[src/rtl/univ_shift_reg.sv]
// Universal shift register: hold, shifts/rotates in both directions, parallel load
// and synchronous clear. Shift operations are counted modulo WIDTH, with a one-cycle pulse on wrap.
module univ_shift_reg #(
   parameter int WIDTH = 8
) (
   input  logic                       clk,
   input  logic                       rst,
   input  logic                       en,
   input  logic [2:0]                 mode,
   input  logic [WIDTH-1:0]           load_data,
   input  logic                       serial_in_l,
   input  logic                       serial_in_r,
   output logic [WIDTH-1:0]           data_out,
   output logic                       serial_out_l,
   output logic                       serial_out_r,
   output logic [$clog2(WIDTH)-1:0]   shift_cnt,
   output logic                       word_done
);

   localparam int CW = $clog2(WIDTH);
   localparam logic [CW-1:0] CNT_LAST = CW'(WIDTH - 1);

   localparam logic [2:0] M_HOLD = 3'b000;
   localparam logic [2:0] M_SHL  = 3'b001;
   localparam logic [2:0] M_SHR  = 3'b010;
   localparam logic [2:0] M_ROL  = 3'b011;
   localparam logic [2:0] M_ROR  = 3'b100;
   localparam logic [2:0] M_ASR  = 3'b101;
   localparam logic [2:0] M_LOAD = 3'b110;
   localparam logic [2:0] M_CLR  = 3'b111;

   logic [WIDTH-1:0] data_q, data_d;
   logic [CW-1:0]    cnt_q, cnt_d;
   logic             done_q, done_d;
   logic             shift_op;

   always_comb begin
      data_d   = data_q;
      cnt_d    = cnt_q;
      done_d   = 1'b0;
      shift_op = 1'b0;
      if (en) begin
         case (mode)
            M_SHL: begin
               data_d   = {data_q[WIDTH-2:0], serial_in_l};
               shift_op = 1'b1;
            end
            M_SHR: begin
               data_d   = {serial_in_r, data_q[WIDTH-1:1]};
               shift_op = 1'b1;
            end
            M_ROL: begin
               data_d   = {data_q[WIDTH-2:0], data_q[WIDTH-1]};
               shift_op = 1'b1;
            end
            M_ROR: begin
               data_d   = {data_q[0], data_q[WIDTH-1:1]};
               shift_op = 1'b1;
            end
            M_ASR: begin
               data_d   = {data_q[WIDTH-1], data_q[WIDTH-1:1]};
               shift_op = 1'b1;
            end
            M_LOAD: begin
               data_d = load_data;
               cnt_d  = '0;
            end
            M_CLR: begin
               data_d = '0;
               cnt_d  = '0;
            end
            default: ;
         endcase
         // Explicit wrap so non-power-of-two widths still roll over at WIDTH-1.
         if (shift_op) begin
            cnt_d  = (cnt_q == CNT_LAST) ? '0 : cnt_q + 1'b1;
            done_d = (cnt_q == CNT_LAST);
         end
      end
   end

   always_ff @(posedge clk or posedge rst) begin
      if (rst) begin
         data_q <= '0;
         cnt_q  <= '0;
         done_q <= 1'b0;
      end else begin
         data_q <= data_d;
         cnt_q  <= cnt_d;
         done_q <= done_d;
      end
   end

   assign data_out     = data_q;
   assign shift_cnt    = cnt_q;
   assign word_done    = done_q;
   assign serial_out_l = data_q[WIDTH-1];
   assign serial_out_r = data_q[0];

   // M_HOLD is the case default; named here for readability of the encoding.
   logic unused_hold;
   assign unused_hold = ^M_HOLD;

endmodule

[config.mk]
export PLATFORM = sky130hd
export DESIGN_NAME = univ_shift_reg
export DESIGN_NICKNAME = d
export VERILOG_FILES = /design/src/rtl/univ_shift_reg.sv
export SDC_FILE = /design/constraint.sdc
export NUM_CORES = 1
export LEC_CHECK = 0
export ABC_CLOCK_PERIOD_IN_PS = 1200
export CAP_MARGIN = 20
export CORE_ASPECT_RATIO = 0.8
export CORE_MARGIN = 2
export CORE_UTILIZATION = 39
export DETAILED_ROUTE_END_ITERATION = 10
export PLACE_DENSITY = 0.76
export SYNTH_ARGS = -nofsm -noshare
export SYNTH_HDL_FRONTEND = slang
export SYNTH_SLANG_ARGS = --single-unit
[constraint.sdc]
create_clock -name clk -period 1.2 [get_ports clk]
set_input_delay 0.3 -clock clk [delete_from_list [all_inputs] [get_ports clk]]
set_output_delay 0.3 -clock clk [all_outputs]
set_load 0.01 [all_outputs]
* Word level (Yosys, flattened, before mapping) *
Index checks and enable logic that the tools add are counted.

storage, ports and cells
  register bits after elaboration = 12
  input port bits = 16
  output and inout bits = 14
  logic and storage cells = 30

cells by class
  $add $sub $neg = 1
  eq/ne operators = 8
  muxes and demuxes = 8
  bitwise logic cells = 1
  reductions and logical operators = 8

operator list
  operator                                              number
  one-hot mux 8 bit (7 select lines)                    1
  equality test 3 bit (second input constant)           5
  two-way mux 3 bit                                     3
  nonzero test 7 bit                                    1
  equality test 3 x 2 -> 1 bit (second input constant)  2
  nonzero test 6 bit                                    1
  OR reduction 5 bit                                    1
  two-way mux 1 bit                                     4
  AND reduction 2 bit                                   2
  adder 3 x 1 -> 3 bit (second input constant)          1
  equality test 3 x 1 -> 1 bit (second input constant)  1
  AND reduction 3 bit                                   1
  nonzero test 2 bit                                    1
  OR reduction 2 bit                                    1
  inverter 1 bit                                        1

* Depth between registers and ports, before layout *
  depth after elaboration = 6
  mapped depth = 6
  gate-level depth less buffers = 4

* Worst setup path before layout *
Ideal clock, no wire load.

  kind = reg-to-reg
  start = register cnt_q[0], in the netlist shift_cnt[0]
  end = register cnt_q[2], in the netlist shift_cnt[2]
  setup time = 0.142 ns
  arrival time = 1.204 ns
  setup slack = -0.146 ns
  cell stages (with the launch flop) = 5
  buffers on the path = 0
  period minus slack after synthesis = 1.346 ns
  cells stage by stage = dfrtp_1 > ha_1 > ha_1 > a32oi_1 > o221ai_1

on the way
  word-level cells in the longest chain between the ends = 3

ends and longest elaborated chain
  what                                                         RTL line  text
  from (decl)                                                  33        logic [CW-1:0] cnt_q, cnt_d;
  from (signal assigned)                                       89        cnt_q <= cnt_d;
  adder 3 x 1 -> 3 bit or equality test 3 bit (tied branches)  76        cnt_d = (cnt_q == CNT_LAST) ? '0 : cnt_q + 1'b1;
  two-way mux 3 bit *                                          76
  two-way mux 3 bit *                                          75        if (shift_op) begin

Every way passes the cells marked *; elsewhere a longest branch is shown, timed or not.
A chain may end at the register's enable or synchronous reset.

* Worst setup path after layout *
  start = register cnt_q[1], in the netlist shift_cnt[1]
  end = register cnt_q[2], in the netlist shift_cnt[2]

Same word-level chain as after synthesis.

==> impl_metrics.tcl <==
set metrics [dict create \
    run_status "finished with violations" \
    violations "setup timing" \
    grt_most_used_layer "met2" \
    ys.warnings.count 0 \
    routed-via-count 902 \
    dpl_worst_slack_ns -0.631 \
    setup_repair_after_global_routing_missed_its_margin "yes" \
    cap_violations 0 \
    netlist_top_cells_area "sky130_fd_sc_hd__dfrtp_1 38%, sky130_fd_sc_hd__a21oi_1 8.2%, sky130_fd_sc_hd__a221oi_1 6.6%, sky130_fd_sc_hd__nand2_1 5.2%, sky130_fd_sc_hd__nor2_1 3.8%" \
    slew_viol_final 0 \
    layout.cells.non_filler 163 \
    fin_util_pct 64.0 \
    tritoncts "built" \
    drtPass1Iterations 4 \
    detailed_place_hpwl_um 1840 \
    finClkSkew_ns 0.000420 \
    worst-slew-pin-transition_ns 0.247 \
    worst_setup_hold_path_clk_slew_ns 0.08 \
    die_area_um2 2420 \
    gr-usage-met2_pct 36.9 \
    detail_route.wirelength_um 2540 \
    ff_latch_area_um2 300 \
    ir_drop_uv 939 \
    insertion_delay_ns 0.28 \
    setup.worst_path.start_class "flop" \
    top_level_ports 30 \
    grt_usage_pct 24.0 \
    leakagePower_nw 0.577 \
    synthesis.area_um2 797 \
    grt_use_met1_pct 32.5 \
    first_global_vias 896 \
    multi_input_area_um2 453 \
    report.power.total_mw 1.49 \
    floorplan.rows 14 \
    antenna_left 0 \
    initial_antenna_violation_count 0 \
    final-setup-viol-count 1 \
    syn-num-nets 110 \
    drc_errors 0 \
    syn-mean-instance-area_um2 8.66 \
    yosys.area.top_type_share_pct 37.7 \
    timing.reg2reg.setup_slack_ns -0.05 \
    power.density_nw_per_um2 1220 \
    first_iter_violations 42 \
    critical_path_arrival_ns 1.40 \
    crit_required_ns 1.35 \
    gr-total-overflow 0 \
    layout_setup_ws_ns -0.0525 \
    area_growth_syn_to_layout_pct 53.4 \
    sort_of_element_at_the_end_of_the_critical_path "flop" \
    placedInstanceArea_um2 1230 \
    min_period_over_period_pct 104 \
    ctsRootBufferMaster "sky130_fd_sc_hd__clkbuf_4" \
    grt_start_max_net_pins 16 \
    filler_cell_count_in_the_final_layout 170 \
    numCtsBuffers 3 \
    number_of_failing_hold_endpoints_at_the_final_stage 0 \
    ys_seq_elements 12 \
    synth.lib_cells_used.distinct 33 \
    synth-seq-area-share_pct 37.7 \
    cts_buffer_depth 2 \
    port_buffers 29 \
    timing.final.crit_period_ns 1.25 \
    antenna_cells_inserted 0 \
    first_pass_grt_wire_length_um 4080 \
    dieHeight_um 44.4 \
    timing.setup.critical_path_class "flop to flop" \
    tritoncts_num_sinks 12 \
    viasPerCell 5.53 \
    detail_route.wl_per_cell_um 15.6 \
    floorplan.core_area_um2 1910 \
    max_slew_margin_pct 83.6 \
    hp-class "input port to asynchronous set/reset pin" \
    gp_routability_congestion 0.872 \
    cts_hold_buf 0 \
    drive_above_1_share_pct 38.1 \
    finish.instance_area_um2 1220 \
    max_freq_mhz 798 \
    syn-instance-count 92 \
    floorplan.die.width_um 54.5 \
    placedCellCount 158 \
    critical_path_peak_fanout 3 \
    grt_use_met3_pct 5.41 \
    clock_tree.htree_level_count 1 \
    yosys.area.top_type "sky130_fd_sc_hd__dfrtp_1" \
    final_nets 158 \
    floorplan.initialDensity_pct 41.7 \
]
-- layout by cell type (no fill, tap or decap), drive strengths merged --
cell type	instances
a32oi	1
a22oi	1
clkdlybuf4s50	12
o221ai	1
xor2	1
o31ai	2
a221oi	6
or2	1
nor2b	2
a211oi	1
o21ai	6
mux2i	1
nand2	11
clkbuf	8
a21oi	13
buf	34
nand3b	1
o32a	1
clkdlybuf4s15	1
nand3	1
inv	5
nor2	9
ha	2
nand2b	2
dfrtp	12
o32ai	1
and3	1
o21a	2
-- path summary, 6_finish.rpt --
check                             start           end  cells past startpoint
max in group asynchronous           rst   data_out[6]                      3
min                                 rst  shift_cnt[2]                      3
min in group clk                mode[1]  shift_cnt[2]                      3
min reg2reg                shift_cnt[1]  shift_cnt[1]                      2
max reg2reg                shift_cnt[1]  shift_cnt[2]                      4
max                        shift_cnt[1]  shift_cnt[2]                      4
-- synth_stat cells --
cell	count
sky130_fd_sc_hd__nor2_2	1
sky130_fd_sc_hd__buf_4	3
sky130_fd_sc_hd__o21ai_2	1
sky130_fd_sc_hd__o32ai_1	1
sky130_fd_sc_hd__dfrtp_1	12
sky130_fd_sc_hd__nor2_1	8
sky130_fd_sc_hd__a21oi_1	13
sky130_fd_sc_hd__buf_2	2
sky130_fd_sc_hd__nor2b_4	1
sky130_fd_sc_hd__buf_6	2
sky130_fd_sc_hd__and3_1	1
sky130_fd_sc_hd__o31ai_1	2
sky130_fd_sc_hd__mux2i_1	1
sky130_fd_sc_hd__nand2_1	11
sky130_fd_sc_hd__o21a_1	1
sky130_fd_sc_hd__clkbuf_1	1
sky130_fd_sc_hd__o221ai_1	1
sky130_fd_sc_hd__inv_1	5
sky130_fd_sc_hd__a221oi_1	6
sky130_fd_sc_hd__o21a_4	1
sky130_fd_sc_hd__o21ai_1	4
sky130_fd_sc_hd__a22oi_1	1
sky130_fd_sc_hd__a32oi_1	1
sky130_fd_sc_hd__or2_1	1
sky130_fd_sc_hd__nand3_1	1
sky130_fd_sc_hd__a211oi_1	1
sky130_fd_sc_hd__o21ai_0	1
sky130_fd_sc_hd__o32a_1	1
sky130_fd_sc_hd__nand2b_1	2
sky130_fd_sc_hd__xor2_1	1
sky130_fd_sc_hd__ha_1	2
sky130_fd_sc_hd__nand3b_1	1
sky130_fd_sc_hd__nor2b_1	1
-- cells by family (layout without fill, tap and decap cells) --
| logic type | after synthesis | count (layout) | share of synthesized area [%] |
|---|---|---|---|
| AO/OA/AOI/OAI | 35 | 35 | 30.1 |
| XOR/XNOR | 1 | 1 | 1.10 |
| adder cells (fa/ha/maj) | 2 | 2 | 3.14 |
| buffers and inverters | 13 | 60 | 9.73 |
| flip-flops | 12 | 12 | 37.7 |
| multiplexers | 1 | 1 | 1.26 |
| AND/OR/NAND/NOR | 28 | 28 | 17.0 |
-- final cells by class --
cell class	count	share of cell area, %
sequential	12	24.6
clock buffer	4	2.97
tap	24	2.46
multi-input combinational	67	37.1
timing repair buffer	51	31.4
inverter	5	1.54
-- power by group --
| part | total (mW) | internal (mW) | switching (mW) |
|---|---|---|---|
| logic | 0.636 | 0.326 | 0.310 |
| clock network | 0.332 | 0.185 | 0.148 |
| registers | 0.522 | 0.476 | 0.0458 |
-- per-layer routing --
layer	vias to the layer above	part of all wire, %
met5	-	0
met2	49	49
li1	422	-
met3	6	9.2
met1	425	40
met4	0	1.7
-- state kept, by name (all words and copies together) (netlist names) --
name,count
shift_cnt,3
word_done,1
data_out,8
-- timing repair --
action / CTS / global route
setup endpoints to repair: 26 / 14
resized for setup: 60 / 11
pin swaps: 3 / 3
setup buffers: 2 / 1
-- critical path, stage by stage, from the launching register on --
cell	delay (ns)
sky130_fd_sc_hd__dfrtp_1	0.41
sky130_fd_sc_hd__ha_2	0.20
sky130_fd_sc_hd__ha_4	0.21
sky130_fd_sc_hd__a32oi_1	0.19
sky130_fd_sc_hd__o221ai_1	0.12
-- through the flow --
stage	hold WS, ns	TNS (ns)
finish	0.301	-0.0525
global route	0.299	-0.131
CTS	0.298	-0.0621
detailed placement	0.528	-6.80
global placement	0.502	-6.55
floorplan	0.165	-0.271
Note: power is estimated with default switching activity, not from simulation.
